### config.mk
export PLATFORM = sky130hd
export DESIGN_NAME = instruction_fetch_ctrl
export DESIGN_NICKNAME = d
export VERILOG_FILES = /design/src/rtl/instruction_fetch_ctrl_pkg.sv /design/src/rtl/fetch_skid_buffer.sv /design/src/rtl/instruction_fetch_ctrl.sv
export SDC_FILE = /design/constraint.sdc
export NUM_CORES = 1
export LEC_CHECK = 0
export CAP_MARGIN = 10
export CORE_MARGIN = 5
export CORE_UTILIZATION = 43
export DETAILED_ROUTE_END_ITERATION = 12
export PLACE_DENSITY_LB_ADDON = 0.05
export REMOVE_ABC_BUFFERS = 1
export SLEW_MARGIN = 25
export SYNTH_ARGS = -nofsm -noshare
export SYNTH_HDL_FRONTEND = slang
export SYNTH_SLANG_ARGS = --single-unit
export TNS_END_PERCENT = 30
### constraint.sdc
create_clock -name clk -period 1.8 [get_ports clk]
set_clock_uncertainty 0.05 [all_clocks]
set_input_delay 0.18 -clock clk [delete_from_list [all_inputs] [get_ports clk]]
set_output_delay 0.18 -clock clk [all_outputs]
set_load 0.005 [all_outputs]
### src/rtl/instruction_fetch_ctrl_pkg.sv
// Shared fetch constants: word size, reset vector, sequential PC step and the NOP encoding.
package instruction_fetch_ctrl_pkg;

    localparam int                      IF_WORD_SIZE    = 32;
    localparam logic [IF_WORD_SIZE-1:0] IF_RESET_VECTOR = 32'h0000_0000;
    localparam int                      IF_PC_STEP      = 4;
    localparam logic [IF_WORD_SIZE-1:0] IF_NOP_INSTR    = 32'h0000_0000;

endpackage

### src/rtl/fetch_skid_buffer.sv
// One-entry holding register for an instruction/PC pair that decode could not accept.
module fetch_skid_buffer
    import instruction_fetch_ctrl_pkg::*;
#(
    parameter int W = IF_WORD_SIZE
) (
    input  logic         clk,
    input  logic         rst,
    input  logic         flush,
    input  logic         load,
    input  logic         pop,
    input  logic [W-1:0] load_instr,
    input  logic [W-1:0] load_pc,
    output logic         valid,
    output logic [W-1:0] instr,
    output logic [W-1:0] pc
);

    // Flush beats load beats pop; data regs are cleared on reset so outputs stay X-free.
    always_ff @(posedge clk) begin
        if (rst) begin
            valid <= 1'b0;
            instr <= '0;
            pc    <= '0;
        end else if (flush) begin
            valid <= 1'b0;
        end else if (load) begin
            valid <= 1'b1;
            instr <= load_instr;
            pc    <= load_pc;
        end else if (pop) begin
            valid <= 1'b0;
        end
    end

endmodule

### src/rtl/instruction_fetch_ctrl.sv
// Fetch sequencer: owns the PC, tracks the 1-cycle synchronous imem read, and hands
// instructions to decode over valid/ready with a skid entry absorbing back-pressure.
module instruction_fetch_ctrl
    import instruction_fetch_ctrl_pkg::*;
#(
    parameter int                   WORD_SIZE    = IF_WORD_SIZE,
    parameter logic [WORD_SIZE-1:0] RESET_VECTOR = IF_RESET_VECTOR,
    parameter int                   PC_STEP      = IF_PC_STEP
) (
    input  logic                 clk,
    input  logic                 rst,
    input  logic                 fetch_en,
    input  logic                 redirect_valid,
    input  logic [WORD_SIZE-1:0] redirect_pc,
    output logic [WORD_SIZE-1:0] imem_addr,
    input  logic [WORD_SIZE-1:0] imem_instruction,
    output logic                 if_valid,
    input  logic                 if_ready,
    output logic [WORD_SIZE-1:0] if_instr,
    output logic [WORD_SIZE-1:0] if_pc
);

    logic [WORD_SIZE-1:0] pc;
    logic                 inflight;
    logic [WORD_SIZE-1:0] inflight_pc;

    logic                 skid_valid;
    logic [WORD_SIZE-1:0] skid_instr;
    logic [WORD_SIZE-1:0] skid_pc;

    logic                 xfer;
    logic                 skid_next;
    logic                 skid_load;
    logic                 skid_pop;
    logic                 issue;
    logic [WORD_SIZE-1:0] redirect_target;

    assign imem_addr = pc;

    always_comb begin
        if_valid  = (inflight | skid_valid) & ~redirect_valid & ~rst;
        if_instr  = skid_valid ? skid_instr : imem_instruction;
        if_pc     = skid_valid ? skid_pc    : inflight_pc;
        xfer      = if_valid & if_ready;
        skid_next = if_valid & ~if_ready;
        // A stalled cycle must not issue: the read data would have nowhere to go.
        issue     = fetch_en & ~skid_next & ~redirect_valid;
        skid_load = skid_next & ~skid_valid;
        skid_pop  = skid_valid & xfer;
    end

    assign redirect_target = redirect_pc & ~WORD_SIZE'(3);

    always_ff @(posedge clk) begin
        if (rst) begin
            pc          <= RESET_VECTOR;
            inflight    <= 1'b0;
            inflight_pc <= '0;
        end else if (redirect_valid) begin
            pc       <= redirect_target;
            inflight <= 1'b0;
        end else if (issue) begin
            pc          <= pc + WORD_SIZE'(PC_STEP);
            inflight    <= 1'b1;
            inflight_pc <= pc;
        end else begin
            inflight <= 1'b0;
        end
    end

    fetch_skid_buffer #(
        .W(WORD_SIZE)
    ) u_skid (
        .clk        (clk),
        .rst        (rst),
        .flush      (redirect_valid),
        .load       (skid_load),
        .pop        (skid_pop),
        .load_instr (if_instr),
        .load_pc    (if_pc),
        .valid      (skid_valid),
        .instr      (skid_instr),
        .pc         (skid_pc)
    );

endmodule

* Word level (Yosys, flattened, before mapping)
Cells that the tools add are included.
** Word-level totals
- Word-level logic and storage cells :: 34
- Register bits after elaboration :: 130
- Output and inout bits :: 97
** Cells by class
- $add $sub $neg :: 1
- Reductions and logical operators :: 5
- Mux-type cells :: 7
- Bitwise gates (word level) :: 14
** Operator list (number)
- $mux 32 :: 4
- $add 32x3->32 const B :: 1
- $and 1x1->1 :: 8
- $not 1->1 :: 5
- $reduce_and 2->1 :: 2
- $reduce_bool 2->1 :: 2
- $mux 1 :: 3
- $reduce_or 2->1 :: 1
- $or 1x1->1 :: 1

* Logic depth before layout (Yosys ltp)
- Depth in word-level cells :: 9
- Mapped depth :: 7
- Gate-level depth less buffers :: 6

* Cells and area by module
From an unflattened synthesis, not the netlist that was laid out.
** Unflattened totals
- Cell total of the unflattened synthesis :: 723
- Area total of the unflattened synthesis :: 6887.9 µm²
** Modules (own cells, without submodules)
- instruction_fetch_ctrl :: area each 3619.7 µm², cells an instance 427, times used 1
- fetch_skid_buffer :: area each 3268.1 µm², cells an instance 296, times used 1

* Least setup slack after synthesis
No wires, ideal clock.
- Path kind :: flip-flop to flip-flop
- Start point :: register pc[12] (netlist: imem_addr[12])
- End point :: register pc[30] (netlist: imem_addr[30])
- Required time :: 1.624 ns
- Clock period less this slack :: 2.003 ns
- Data arrival time :: 1.827 ns
- Slack :: -0.203 ns
- Buffers on the path :: 0
- Cell stages (with the launch flop) :: 6
- Setup time :: 0.126 ns
- Cell sequence :: dfxtp_1 nand4_4 or4_4 or3_1 o31ai_1 a211oi_1
** Between the ends
- Longest elaborated chain between the ends :: 3
** RTL lines
- start: declaration :: line instruction_fetch_ctrl.sv:23 : logic [WORD_SIZE-1:0] pc;
- start signal: assignment :: line instruction_fetch_ctrl.sv:60 : pc <= redirect_target;
- start signal: assignment :: line instruction_fetch_ctrl.sv:63 : pc <= pc + WORD_SIZE'(PC_STEP);
- $add 32x3->32 :: line instruction_fetch_ctrl.sv:63
- $mux 32 :: line instruction_fetch_ctrl.sv:62 : end else if (issue) begin
- $mux 32 :: line instruction_fetch_ctrl.sv:59 : end else if (redirect_valid) begin
No other way between the ends. The select of a mux whose other input is x is not followed.
A chain may end at the register's enable or synchronous reset.

* Final worst setup path
- Start point :: register pc[17] (netlist: imem_addr[17])
- End point :: register pc[31] (netlist: imem_addr[31])
Same word-level chain as after synthesis.

==> flow_summary.ini <==
[run_status]
status = finished, violations left
violations = negative setup slack

[setup_path]
rrSetupSlack_ns = -0.26
r2r-end = imem_addr[31]
cp_slowest_stage_delay_ns = 0.43
crit_required_ns = 2.08
cpMaxStageDelayCell = or4_1
worstSetupPathType = flop to flop
path_max_fanout = 8
end_kind = flop
r2r.worst_path.cells = 7
r2r-start = imem_addr[17]
cp_cell_sequence = nand4_1, buf_4, nor3_4, nand4bb_1, buf_6, or4_1, a311oi_2
crit_path_start_kind = flop
arrival_ns = 2.34

[sta]
finalMaxSlewViolations = 0
final-hold-violation-count = 0
max_slew.worst_pin.slew_ns = 0.562
setup_tns_ns = -1.63
period_share = 1.14
setup_viol = 19
relSlewSlack = 0.626
period_minus_slack_ns = 2.06
fmax_mhz = 485
rsz0062_at_grt = yes
fin_ws_ns = -0.260

[flow_run]
maxCapViolCount = 0

[worst_hold_path]
whs_endpoint = u_skid.valid
min_path_type = primary input to flop
hp-start = rst
min_path_cells = 3

[global_routing]
first_global_vias = 5529
grt_usage = 0.208
grt_first_pass_wirelength_um = 27200
grt_max_degree = 127
grt_antenna_before_repair = 0
grt_overflow = 0

[pwr]
fin_total_pwr_uw = 7200
p_per_area_nw_per_um2 = 779
p_leak_uw = 0.00366
irDropWorstVdd_mv = 0.456

[clock_tree]
clk_pin_slew_ns = 0.06
cts_tree = yes
cts-root-buf = clkbuf_16
htreeDepth = 4
ctsHoldBuffers = 0
cts_sinks = 126
cts_made_buffers = 17
clk_path_buf_depth = 2
clk_latency_ns = 0.41

[synthesis]
synth_top_cells_by_area = dfxtp_1, mux2_2, nand2_1
syn-instance-count = 661
ys_top_cells_by_count = nand2_1, dfxtp_1, a21oi_1
ys.flop_type = dfxtp_1
synth-async-reset-ratio = 0
synth_edf_count = 0
synth_cell_types = 48
yosysWarnings = 0
synth-seq-cells = 126
seq_area_frac_synth = 0.435
synth_top_area_share = 0.435
synth_top_area_cell = dfxtp_1
syn_area_sq_um = 5800
yosysMostFrequentCell = nand2_1
postSynthAreaPerCell_sq_um = 8.78

[route]
drc_errors = 0
wl_per_cell_um = 17.0
num_vias = 5670
dr.first_iter.drc_count = 229
routed_wl_um = 18400
dr.pass1.iters = 4
avgViaCountPerCell = 5.24
postRouteAntennaNets = 0

[die]
rows = 42
die_w_um = 126
die_h_um = 126
ios = 166
core_area_sq_um = 13200
start_util = 0.438
design.die.area_sq_um = 15900

[place]
dp.cells = 1023
hpwl_um = 11400
io_buffers = 161
placed_cell_area_sq_um = 8090
place.gp.congestion = 0.801

[cells_and_area]
drive_above_1_share = 0.342
final_cells = 1083
antenna_cells = 0
fin_nets = 966
area_growth_syn_to_layout_pct = 59.5
fin_area_sq_um = 9250
-- power breakdown --
| part | internal, uW | switching [uW] |
|---|---|---|
| logic | 530 | 386 |
| clock network | 2200 | 1160 |
| registers | 2870 | 62.1 |
| total | 5600 | 1610 |
-- per-stage QoR --
stage	hold WS (ns)	util	worst slack (ns)
after CTS	0.150	0.672	-0.233
after global placement	0.387	0.611	-0.416
after detailed placement	0.393	0.611	-0.487
final	0.0704	0.699	-0.260
after floorplan	0.195	-	-5.21
after global routing	0.0846	0.699	-0.302
-- cell families (layout without fill, tap and decap cells) --
group                      after synthesis  after routing  synth area share
xor gates and xnor gates                20             20            0.0302
and+or+nand+nor                        248            248             0.190
adders and majority gates                1              1           0.00216
muxes                                   97             97             0.181
DFF                                    126            126             0.435
other                                    1              2          0.000646
buffers and inverters                   58            303            0.0470
AOI/OAI and AO/OA                      110            110             0.115
-- registers in the layout, summed over array words and instances (netlist names) --
| name | cells |
|---|---|
| imem_addr | 30 |
| inflight | 1 |
| u_skid.valid | 1 |
| u_skid.pc | 32 |
| inflight_pc | 30 |
| u_skid.instr | 32 |
-- placed cells by master, fill, tap and decap left out, types with 7 or more instances in the layout --
cell type	synthesis	routed
buf_4	4	71
nand2_1	135	135
nand3_1	8	7
mux2_4	0	48
a21oi_1	68	68
dfxtp_2	0	13
clkbuf_2	2	53
mux2_2	62	14
buf_6	2	22
a211oi_1	12	11
mux2i_1	35	34
nor2_1	56	55
xnor2_1	18	18
dfxtp_1	126	111
clkdlybuf4s50_1	0	94
clkbuf_16	0	23
buf_12	0	14
-- metal layers --
layer / GRT usage / vias to the layer above / routed length [um]
met5: 0 / - / 0
met4: 0.0795 / 0 / 366
li1: - / 2745 / -
met3: 0.0508 / 29 / 1000
met2: 0.353 / 182 / 9190
met1: 0.255 / 2714 / 7820
-- critical path, delay by kind of cell (launching register included) --
kind / cells / cell delay [ns]
buf+inv: 2 / 0.36
compound gates: 1 / 0.25
flops: 1 / 0.33
simple gates: 4 / 0.99
-- final cells by class --
cell class / count / area, sq um
Fill cell: 1073 / 3990
Multi-Input combinational cell: 478 / 3410
Sequential cell: 126 / 2550
Timing Repair Buffer: 266 / 2460
Clock buffer: 24 / 502
Tap cell: 176 / 220
Clock inverter: 6 / 81.3
Inverter: 7 / 26.3
-- how the worst max path moves through the flow --
stage,startpoint,end
floorplan,u_skid.valid,u_skid.instr[0]
global placement,redirect_valid,imem_addr[29]
detailed placement,redirect_valid,imem_addr[29]
CTS,imem_addr[17],imem_addr[29]
global route,imem_addr[17],imem_addr[31]
finish,imem_addr[17],imem_addr[31]
-- timing repair --
item,in CTS,in global routing
setup endpoints to repair,81,169
buffers inserted,5,19
cloned,1,6
pin swaps,2,21
gates resized for setup,184,154
No activity file was read; power rests on OpenSTA's default activity.
